### src/rtl/audio_envelope_pwm.sv
// Gated ADSR envelope applied to a 1-bit tone as 8-bit PWM duty, driving the audio pin.
// Optional AUDIO_ENV_MASTER_VOL_EN adds a 2-bit master volume shift on the PWM level.
module audio_envelope_pwm #(
  parameter int unsigned TICK_DIV      = 1024,
  parameter int unsigned ATTACK_STEP   = 8,
  parameter int unsigned DECAY_STEP    = 1,
  parameter int unsigned SUSTAIN_LEVEL = 128,
  parameter int unsigned RELEASE_STEP  = 2
) (
  input  logic       clk,
  input  logic       rst,
  input  logic       audio_en,
  input  logic       tone_in,
  input  logic       gate,
`ifdef AUDIO_ENV_MASTER_VOL_EN
  input  logic [1:0] master_vol,
`endif
  output logic       audio_out,
  output logic [7:0] env_level,
  output logic [2:0] env_state,
  output logic       busy
);

  localparam int unsigned TW = (TICK_DIV > 1) ? $clog2(TICK_DIV) : 1;
  localparam logic [TW-1:0] TICK_LAST = TW'(TICK_DIV - 1);
  localparam logic [8:0] ATK = 9'(ATTACK_STEP);
  localparam logic [8:0] DEC = 9'(DECAY_STEP);
  localparam logic [8:0] REL = 9'(RELEASE_STEP);
  localparam logic [7:0] SUS = 8'(SUSTAIN_LEVEL);

  typedef enum logic [2:0] {
    S_IDLE    = 3'd0,
    S_ATTACK  = 3'd1,
    S_DECAY   = 3'd2,
    S_SUSTAIN = 3'd3,
    S_RELEASE = 3'd4
  } state_t;

  state_t        state, state_n;
  logic [7:0]    level_n;
  logic          gate_q;
  logic [TW-1:0] tick_cnt;
  logic [7:0]    pwm_cnt;
  logic          tick, rise, pwm_on;
  logic [8:0]    atk_sum, dec_diff, rel_diff;
  logic [7:0]    eff_level;

  assign tick      = (tick_cnt == TICK_LAST);
  assign rise      = gate & ~gate_q;
  assign atk_sum   = {1'b0, env_level} + ATK;
  assign dec_diff  = {1'b0, env_level} - DEC;
  assign rel_diff  = {1'b0, env_level} - REL;
  assign env_state = state;
  assign busy      = (state != S_IDLE);

`ifdef AUDIO_ENV_MASTER_VOL_EN
  assign eff_level = env_level >> (2'd3 - master_vol);
`else
  assign eff_level = env_level;
`endif

  assign pwm_on = (pwm_cnt < eff_level);

  // Bit 8 of the differences flags an underflow, so saturation is a single compare.
  always_comb begin
    state_n = state;
    level_n = env_level;
    if (rise) begin
      state_n = S_ATTACK;
    end else if (!gate && (state == S_ATTACK || state == S_DECAY || state == S_SUSTAIN)) begin
      state_n = S_RELEASE;
    end else if (tick) begin
      case (state)
        S_ATTACK: begin
          if (atk_sum[8] || atk_sum[7:0] == 8'hFF) begin
            level_n = 8'hFF;
            state_n = S_DECAY;
          end else begin
            level_n = atk_sum[7:0];
          end
        end
        S_DECAY: begin
          if (dec_diff[8] || dec_diff[7:0] <= SUS) begin
            level_n = SUS;
            state_n = S_SUSTAIN;
          end else begin
            level_n = dec_diff[7:0];
          end
        end
        S_RELEASE: begin
          if (rel_diff[8] || rel_diff[7:0] == 8'd0) begin
            level_n = '0;
            state_n = S_IDLE;
          end else begin
            level_n = rel_diff[7:0];
          end
        end
        default: level_n = env_level;
      endcase
    end
  end

  always_ff @(posedge clk) begin
    if (rst) begin
      state     <= S_IDLE;
      env_level <= '0;
      gate_q    <= 1'b0;
      tick_cnt  <= '0;
      pwm_cnt   <= '0;
      audio_out <= 1'b0;
    end else begin
      state     <= state_n;
      env_level <= level_n;
      gate_q    <= gate;
      tick_cnt  <= tick ? '0 : tick_cnt + 1'b1;
      pwm_cnt   <= pwm_cnt + 8'd1;
      audio_out <= audio_en & tone_in & pwm_on;
    end
  end

endmodule

### config.mk
export PLATFORM = sky130hd
export DESIGN_NAME = audio_envelope_pwm
export DESIGN_NICKNAME = d
export VERILOG_FILES = /design/src/rtl/audio_envelope_pwm.sv
export SDC_FILE = /design/constraint.sdc
export NUM_CORES = 1
export LEC_CHECK = 0
export ABC_AREA = 0
export BUFFER_PORTS_ARGS = -buffer_cell sky130_fd_sc_hd__buf_4
export CORE_AREA = 4 4 80 60
export CTS_CLUSTER_SIZE = 10
export DETAILED_ROUTE_END_ITERATION = 10
export DIE_AREA = 0 0 84 64
export PLACE_DENSITY_LB_ADDON = 0.2
export SLEW_MARGIN = 20
export SYNTH_ARGS = -nofsm -noshare
export SYNTH_HDL_FRONTEND = slang
export SYNTH_SLANG_ARGS = --single-unit
### constraint.sdc
create_clock -name clk -period 2.2 [get_ports clk]
set_clock_uncertainty 0.1 [all_clocks]
set_input_delay 0.22 -clock clk [delete_from_list [all_inputs] [get_ports clk]]
set_output_delay 0.22 -clock clk [all_outputs]
set_load 0.005 [all_outputs]
# Word-level counts from Yosys, hierarchy flattened
# Index checks and enable logic that the tools add are counted.
# Widths: inputs -> output; s select.
# totals
reg_bits	31
latch_bits	0
mem_bits_rw	0
mem_bits_ro	0
in_bits	5
out_inout_bits	13
word_cells	68
mem_count	0
# op_classes
n_addsub	5
mul	0
div_mod_pow	0
magnitude_cmp	2
n_eq_ne	15
shift	0
n_mux	11
bitwise_logic	6
n_reduce_logical	21
# op_table
operator	count
$mux 8	3
$pmux 8 s3	1
$mux 3	5
$reduce_and 5->1	3
$add 10x1->10 const B	1
$eq 10x10->1 const B	1
$add 8x4->9 const B	1
$pmux 3 s3	1
$reduce_bool 3->1	3
$sub 8x1->9 const B	1
$sub 8x2->9 const B	1
$add 8x1->8 const B	1
$eq 8x8->1 const B	1
$le 8x8->1 const B	1
$logic_not 8->1	1
$lt 8x8->1	1
$ne 4x2->1 const B	2
$eq 3x2->1 const B	2
$ne 3x1->1 const B	2
$logic_or 1x1->1	5
$reduce_bool 5->1	1
$ne 2x1->1 const B	2
$ne 4x4->1 const B	1
$reduce_and 4->1	1
13 further kinds	18

# Longest topological paths before layout
# Gate-level depths: netlist of the first run.
# depth
ltp_word	8
ltp_mapped	9
depth_no_buf	8

# Worst setup path before layout of the first run
# Ideal clock, no wire load.
# synth_timing
path_type	register to register
from	reg env_level[3]
to	reg state[0] (netlist: env_state[0])
setup_time_ns	0.062
arrival_time_ns	2.085
path_slack_ns	-0.047
path_stages_with_launch	10
path_buffers	1
period_less_slack_ns	2.247
path_cell_list	dfxtp_1 buf_2 inv_1 ha_1 xor2_1 o22a_1 o31ai_4 o21ai_2 or3_1 nand3_1
# synth_between
elab_chain_cells	5
# synth_rtl
element	line	source
start, declared	19	output logic [7:0] env_level,
start signal, assigned	113	env_level <= level_n;
$sub 8x1->9, or another cell as far along	51	assign dec_diff = {1'b0, env_level} - DEC;
$le 8x8->1, or another cell as far along	83	if (dec_diff[8] || dec_diff[7:0] <= SUS) begin
$logic_or 1x1->1, on equally long branches	83, 75, 91	
$ne 4x2->1 (no line) / $ne 4x4->1 (equally long branches)	-	
$reduce_and 5->1 (no line) (*)	-	
end signal, assigned	112	state <= state_n;
end, declared	39	state_t state, state_n;
# Every way passes the cells marked *; elsewhere a longest branch is shown, timed or not.
# A chain may end at the register's enable or synchronous reset.

# Worst setup path after layout of the first run
# layout_timing
from	reg env_level[3]
to	reg env_level[3]
# layout_between
elab_chain_cells	5
# layout_rtl
element	line	source
$sub 8x1->9, or another cell as far along	51	
$le 8x8->1, or another cell as far along	83	
$logic_or 1x1->1, on equally long branches	83, 75, 91	
$mux 8, on equally long branches	83, 75, 91	
$pmux 8 s3 (*)	73	case (state)
# Marked as above.

==> impl_results.rst, run 1 <==
.. list-table::
   :header-rows: 1

   * - Metric
     - Value
   * - Starting density of the core
     - 50.9%
   * - Sort of element at the start of the critical path
     - flip-flop
   * - Cell taking the most area after synthesis
     - sky130_fd_sc_hd__dfxtp_1
   * - Worst hold start
     - gate
   * - Min cycle time layout
     - 2130 ps
   * - Portion of synthesized cell area occupied by the leading cell type
     - 29.7%
   * - Cell count after synthesis
     - 255
   * - CTS clk-pin slew, worst paths
     - 70 ps
   * - Initial antenna violation count
     - 0
   * - Upper clock frequency limit
     - 0.470 GHz
   * - Fillcell total
     - 362
   * - Routed wire length
     - 5360 um
   * - Total count of hold-check failures in the final report
     - 0
   * - Setup slack after placement
     - -98.0 ps
   * - Placer congestion estimate
     - 0.893
   * - Drt first pass iters
     - 4
   * - Top cells by instance count after synthesis
     - 33 x sky130_fd_sc_hd__nor2_1, 31 x sky130_fd_sc_hd__dfxtp_1, 22 x sky130_fd_sc_hd__nand2_1
   * - Max Root-Sink Buffers
     - 2
   * - Die outline width
     - 84 um
   * - Synth top area cells
     - sky130_fd_sc_hd__dfxtp_1 30%, sky130_fd_sc_hd__ha_1 10%, sky130_fd_sc_hd__nor2_1 5.9%, sky130_fd_sc_hd__xnor2_1 5.0%, sky130_fd_sc_hd__nand3_1 4.6%
   * - Share of power burned in registers
     - 47.1%
   * - Aggregate global routing overflow
     - 0
   * - Final Slew Violations
     - 0
   * - Power density over the cells
     - 466 mW/mm^2
   * - Clock tree sinks
     - 31
   * - Path category of the worst min-delay check
     - in -> reg
   * - Worst Path Required
     - 2310 ps
   * - Final setup viols
     - 0
   * - Via density
     - 5.61
   * - Inserted Clock Buffers
     - 5
   * - Arrival time of data at the critical path endpoint
     - 2240 ps
   * - Hold_buf cts
     - 0
   * - Number of nets still failing antenna checks after routing
     - 0
   * - Buffer type at the clock tree root
     - sky130_fd_sc_hd__clkbuf_8
   * - Fraction of layout cells with a size suffix above 1
     - 27.1%
   * - Number of unique standard cell types used by synthesis
     - 53
   * - Result of the run
     - finished clean
   * - Drc violations
     - 0
   * - Clock latency on the worst-skew pair
     - 290 ps
   * - Maximum VDD drop
     - 0.000310 V
   * - Via count of the first global-routing pass
     - 1812
   * - Largest fanout on the critical path
     - 6
   * - Type of the setup path with the least slack
     - reg -> reg
   * - Post-synthesis to final-layout area growth
     - 28.1%
   * - Leak Pwr
     - 0.00107 uW
   * - HPWL reported at the end of detailed placement
     - 3770 um
   * - Antenna diode count
     - 0
   * - EDFF count, synth
     - 0
   * - Fraction of registers with async set/reset
     - 0%
   * - Mapped Area
     - 0.00209 mm^2
   * - Relative contribution of combinational cells to total power
     - 7.1%
   * - Die area
     - 0.00538 mm^2
   * - Crit. End Element
     - flip-flop
   * - Synthesis-stage register bit count
     - 31
   * - I/O pin count
     - 18
   * - Average instance area after synthesis
     - 8.19 um^2
   * - Row Count
     - 20
   * - Reg-to-Reg Start
     - env_level[3]
   * - Number of nets in the final layout
     - 320
   * - Max-cap check violation count
     - 0
   * - Detailed Route Iter0 Violations
     - 170
   * - Wire length of the first global-routing pass
     - 8880 um
   * - Avg WL per Cell
     - 15.1 um
   * - TritonCTS clock tree
     - built
   * - Crit path setup slack, layout
     - 70.7 ps
   * - Primary flip-flop cell chosen by synthesis mapping
     - sky130_fd_sc_hd__dfxtp_1
   * - Die Y-Extent
     - 64 um
   * - Switching power of the nets
     - 295 uW
   * - Worst Setup SP
     - env_level[3]
   * - Clock power share
     - 45.9%
   * - Post-route fraction of the period consumed by the critical path
     - 96.8%
   * - Most common cell in the synthesized netlist
     - sky130_fd_sc_hd__nor2_1
   * - Via count
     - 1987
   * - Synthesized netlist net count
     - 277
   * - Core occupancy in the finished layout
     - 65.2%
   * - Relative max-transition margin
     - 70.0%
   * - Number of port buffers
     - 17
   * - Synthesis warning total
     - 0
   * - Sequential fraction of the synthesis area
     - 29.7%
   * - Largest net degree at the start of global routing
     - 24
   * - CTS H-Tree Depth
     - 2
   * - Int Power
     - 953 uW
   * - Global-route usage over all layers
     - 20.8%
   * - Placeable core area
     - 0.00410 mm^2
   * - Transition time at the pin with the least slew margin
     - 448 ps
   * - Net switching share of the total power
     - 23.6%
worst max-delay path, cell delays in order, from the launching register on:
cell                      delay, ps
sky130_fd_sc_hd__dfxtp_2        360
sky130_fd_sc_hd__inv_2           60
sky130_fd_sc_hd__ha_4           260
sky130_fd_sc_hd__nand2_1         40
sky130_fd_sc_hd__o41a_1         480
sky130_fd_sc_hd__o21ai_4        260
sky130_fd_sc_hd__nor2_1          80
sky130_fd_sc_hd__mux2_4         260
sky130_fd_sc_hd__nor3_2         150
sequential cells by signal (all words and copies together), names as in the netlist:
register / count
env_level: 8
pwm_cnt: 8
audio_out: 1
env_state: 3
tick_cnt: 10
gate_q: 1
metrics by stage:
stage	cells	area, um^2	hold slack, ps	power [uW]	TNS (ps)
after floorplan	255	2090	215	653	0
after global placement	343	2430	338	686	-208
after detailed placement	343	2430	346	687	-274
after CTS	351	2570	142	1250	0
after global routing	354	2680	153	1290	-10.8
final	354	2680	156	1250	0
per-layer routing:
| metal | vias up | global-route usage [%] | part of all wire, % |
|---|---|---|---|
| met5 | - | 0 | 0 |
| met4 | 0 | 7.03 | 1.3 |
| met3 | 9 | 4.51 | 6.6 |
| met2 | 63 | 29.8 | 43 |
| met1 | 921 | 30.7 | 50 |
| li1 | 994 | - | - |
placed cells by master (no fill, tap or decap), types with 2 or more instances in the layout:
| cell type | netlist | routed |
|---|---|---|
| sky130_fd_sc_hd__buf_4 | 0 | 43 |
| sky130_fd_sc_hd__nor2_1 | 33 | 32 |
| sky130_fd_sc_hd__dfxtp_1 | 31 | 28 |
| sky130_fd_sc_hd__nand2_1 | 22 | 22 |
| sky130_fd_sc_hd__nand3_1 | 19 | 19 |
| sky130_fd_sc_hd__ha_1 | 17 | 14 |
| sky130_fd_sc_hd__xnor2_1 | 12 | 11 |
| sky130_fd_sc_hd__xor2_1 | 10 | 10 |
| sky130_fd_sc_hd__a21oi_1 | 9 | 9 |
| sky130_fd_sc_hd__o21ai_0 | 8 | 8 |
| sky130_fd_sc_hd__inv_1 | 10 | 7 |
| sky130_fd_sc_hd__nor3_1 | 8 | 7 |
| sky130_fd_sc_hd__nand2b_1 | 5 | 5 |
| sky130_fd_sc_hd__and3_1 | 5 | 5 |
| sky130_fd_sc_hd__clkbuf_8 | 0 | 5 |
| sky130_fd_sc_hd__inv_2 | 1 | 4 |
| sky130_fd_sc_hd__a211oi_1 | 4 | 4 |
| sky130_fd_sc_hd__a21o_1 | 4 | 4 |
| sky130_fd_sc_hd__o211ai_1 | 4 | 4 |
| sky130_fd_sc_hd__nor2b_1 | 3 | 3 |
| sky130_fd_sc_hd__o21a_1 | 2 | 2 |
| sky130_fd_sc_hd__o21ai_4 | 0 | 2 |
| sky130_fd_sc_hd__o32ai_1 | 2 | 2 |
| sky130_fd_sc_hd__o22a_1 | 2 | 2 |
| sky130_fd_sc_hd__o31ai_1 | 2 | 2 |
| sky130_fd_sc_hd__a221oi_1 | 2 | 2 |
| sky130_fd_sc_hd__nor3_2 | 1 | 2 |
| sky130_fd_sc_hd__or3_1 | 2 | 2 |
| sky130_fd_sc_hd__o21ai_1 | 2 | 2 |
| sky130_fd_sc_hd__ha_4 | 0 | 2 |
| sky130_fd_sc_hd__dfxtp_2 | 0 | 2 |
power by group through the flow:
stage | registers (uW) | clock network (uW) | logic [uW]
2_1_floorplan | 599 | 0 | 53.9
3_3_place_gp | 601 | 0 | 85.4
3_5_place_dp | 601 | 0 | 85.9
4_1_cts | 588 | 577 | 86.6
5_1_grt | 590 | 605 | 98.8
6_report | 587 | 572 | 88.5
final timing paths:
path         slack (ps)  depth (start not counted)            to
max                  70                          8  env_level[3]
min                 160                          4  env_state[2]
max reg2reg          70                          8  env_level[3]
min reg2reg         360                          1    pwm_cnt[0]
final cells by class:
type | count | area [um^2] | share of cell area (%)
inverters | 11 | 41.3 | 1.54
flip-flops and latches | 31 | 627 | 23.4
clock buffers | 5 | 68.8 | 2.57
repair buffers | 43 | 323 | 12.1
clock inverters | 3 | 43.8 | 1.64
well taps | 55 | 68.8 | 2.57
multi-input cells | 206 | 1510 | 56.2
timing repair:
item	in CTS	in global routing
resized for setup	5	21
setup buffers	0	3
setup endpoints to repair	6	10
pin swaps	1	7
kinds of logic (layout without fill, tap and decap cells):
family	after synthesis	count (layout)	synth area share (%)
muxes	1	1	0.539
DFF	31	31	29.7
and+or+nand+nor	110	110	26.3
buffers and inverters	18	62	3.53
adders and majority gates	17	17	10.2
AOI/OAI and AO/OA	56	56	20.5
xor gates and xnor gates	22	22	9.22
(Power assumes the default switching activity.)
==> run 2: changes to the inputs <==
Settings changed: CORE_AREA 4 4 80 60 to 4 4 79 59, DIE_AREA 0 0 84 64 to 0 0 83 63.
Clock period 2.2 ns to 2.35 ns, I/O delays scaled along.
==> run 2 against run 1 <==
  * Die area is 2.7% lower
  * Hold slack worse by 1.5 ps
  * Flip-flop and latch count is the same
  * Sequential power down 6.0%
  * Critical path depth is the same
  * Clock-buffer cell count up 1
  * Wire length decreased by 6.6%
  * Via count decreased by 1.9%
  * Design area fell by 6.2%
==> impl_results.rst, run 2 (synthesis results as in run 1) <==
.. list-table::
   :header-rows: 1

   * - Metric
     - Value
   * - Crit path setup slack, layout
     - 144 ps
   * - Highest layer used for signal routing
     - met4
   * - Global-route usage over all layers
     - 20.4%
   * - Drt first pass iters
     - 5
   * - Instance count along the most critical hold path
     - 4
   * - I/O pin count
     - 18
   * - Detailed-routed wire length on met2
     - 2010 um
   * - Avg WL per Cell
     - 14.7 um
   * - Detailed Route Iter0 Violations
     - 134
   * - Max Root-Sink Buffers
     - 2
   * - Instance count after placement with tap cells included
     - 332
   * - Setup TNS
     - 0 ps
   * - Number of standard cells in the final layout excluding fillers
     - 340
   * - Path category of the worst min-delay check
     - in -> reg
   * - Transition time at the pin with the least slew margin
     - 476 ps
   * - Worst Path Required
     - 2480 ps
   * - Final Slew Violations
     - 0
   * - Reg-to-Reg Start
     - env_level[1]
   * - Number of setup buffers added after CTS
     - 0
   * - Buffer type at the clock tree root
     - sky130_fd_sc_hd__clkbuf_8
   * - Placer congestion estimate
     - 0.905
   * - Via count of the first global-routing pass
     - 1796
   * - Die outline width
     - 83 um
   * - TritonCTS clock tree
     - built
   * - Registers with the most flip-flops
     - tick_cnt (10), env_level (8), pwm_cnt (8)
   * - Setup slack after placement
     - 53.7 ps
   * - Placeable core area
     - 0.00385 mm^2
   * - Final setup viols
     - 0
   * - Most common cell after layout, fill and taps aside
     - sky130_fd_sc_hd__nor2_1
   * - HPWL reported at the end of detailed placement
     - 3750 um
   * - Sort of element at the start of the critical path
     - flip-flop
   * - Clock tree sinks
     - 31
   * - Maximum VDD drop
     - 0.000369 V
   * - Largest fanout on the critical path
     - 6
   * - CTS clk-pin slew, worst paths
     - 70 ps
   * - Number of nets still failing antenna checks after routing
     - 0
   * - Clock latency on the worst-skew pair
     - 290 ps
   * - Drc violations
     - 0
   * - Number of nets in the final layout
     - 309
   * - Type of the setup path with the least slack
     - reg -> reg
   * - Delay contributed by the slowest stage of the critical path
     - 350 ps
   * - Met1 wire length
     - 2580 um
   * - Worst Reg2Reg Path Length in Cells
     - 8
   * - Crit. End Element
     - flip-flop
   * - Starting density of the core
     - 54.3%
   * - Via count
     - 1949
   * - Wire length of the first global-routing pass
     - 8740 um
   * - Relative max-transition margin
     - 68.1%
   * - Row Count
     - 19
   * - Antenna diode count
     - 0
   * - Commonest non-fill, non-tap cells in the layout
     - 33 x sky130_fd_sc_hd__nor2_1, 32 x sky130_fd_sc_hd__buf_4, 30 x sky130_fd_sc_hd__dfxtp_1, 22 x sky130_fd_sc_hd__nand2_1, 19 x sky130_fd_sc_hd__nand3_1
   * - Arrival time of data at the critical path endpoint
     - 2340 ps
   * - R2R Path End
     - env_state[0]
   * - Worst Setup SP
     - env_level[1]
   * - Power density over the cells
     - 472 mW/mm^2
   * - Largest net degree at the start of global routing
     - 24
   * - Post-route fraction of the period consumed by the critical path
     - 93.9%
   * - Upper clock frequency limit
     - 0.453 GHz
   * - Hold EP
     - env_state[2]
   * - Min cycle time layout
     - 2210 ps
   * - Series of cell instances along the critical path
     - inv_1, ha_1, nand4bb_4, o21a_1, o21ai_2, o21ai_2, or3_1, nand3_1
   * - RSZ-0062 raised after global routing
     - no
   * - Inserted Clock Buffers
     - 5
   * - Hold_buf cts
     - 0
   * - Max-cap check violation count
     - 0
   * - Routed wire length
     - 5010 um
   * - Post-synthesis to final-layout area growth
     - 20.2%
   * - Aggregate global routing overflow
     - 0
   * - CTS H-Tree Depth
     - 2
   * - Met3 routed wirelength
     - 383 um
   * - Initial antenna violation count
     - 0
   * - Max FFs per register
     - 10
   * - Result of the run
     - finished clean
   * - Worst-path cell with the longest stage delay
     - sky130_fd_sc_hd__or3_1
   * - Number of port buffers
     - 17
   * - Reg2reg setup slack
     - 140 ps
   * - Leak Pwr
     - 0.00101 uW
   * - Die Y-Extent
     - 63 um
   * - Dominant cell type by count on the critical path
     - sky130_fd_sc_hd__o21ai_2
   * - Via density
     - 5.73
   * - Fraction of layout cells with a size suffix above 1
     - 19.1%
   * - Total count of hold-check failures in the final report
     - 0
   * - Die area
     - 0.00523 mm^2
   * - Worst hold start
     - gate
   * - Register ranked first by flip-flop count
     - tick_cnt
-- run 2: cell count changes in the layout (fill, tap and decap cells not counted), moves of 2 or more --
cell,before,now
sky130_fd_sc_hd__buf_4,43,32
sky130_fd_sc_hd__ha_1,14,17
sky130_fd_sc_hd__dfxtp_1,28,30
sky130_fd_sc_hd__inv_1,7,10
sky130_fd_sc_hd__ha_4,2,0
sky130_fd_sc_hd__inv_2,4,1
-- run 2: cell type report --
class                      instances  area [um^2]
timing repair buffer              32          240
clock buffer                       6         82.6
clock inverter                     2         35.0
inverter                          11         41.3
sequential                        31          622
fill                             361         1340
tap                               52         65.1
multi-input combinational        206         1430
-- run 2: how the worst max path moves through the flow --
stage                         to  depth (start not counted)  slack, ps
finish              env_state[0]                          8        140
global route        env_state[2]                          9          7
CTS                 env_state[2]                          8         50
detailed placement  env_state[2]                          8         50
global placement    env_level[4]                          7         70
floorplan           env_state[0]                          9        100
-- run 2: per-layer routing --
metal  vias up  global-route usage [%]
li1        979                       -
met1       896                    30.2
met2        66                    28.6
met3         8                    7.38
met4         0                    3.06
met5         -                       0
-- run 2: report_power, final --
part           internal [uW]  switching [uW]
Clock                    343             210
Combinational           38.1            42.4
Sequential               538            13.9
Total                    919             266
-- run 2: repair_timing --
item,in CTS,in global routing
hold endpoints to repair,0,0
gates resized for setup,0,4
endpoints found under the setup margin,0,8
-- run 2: metrics by stage --
stage | utilization, % | hold WS [ps] | instance area, um^2 | power (uW)
2_1_floorplan | - | 230 | 2090 | 611
3_3_place_gp | 61.3 | 339 | 2360 | 642
3_5_place_dp | 61.3 | 346 | 2360 | 642
4_1_cts | 64.4 | 153 | 2480 | 1190
5_1_grt | 65.2 | 180 | 2510 | 1240
6_report | 65.2 | 155 | 2510 | 1190
-- run 2: critical path: cells and delay by family (launching register included) --
kind,cells,cell delay (ps)
compound gates,3,630
fa+ha+maj,1,330
flops,1,310
simple gates,3,600
buf+inv,1,170
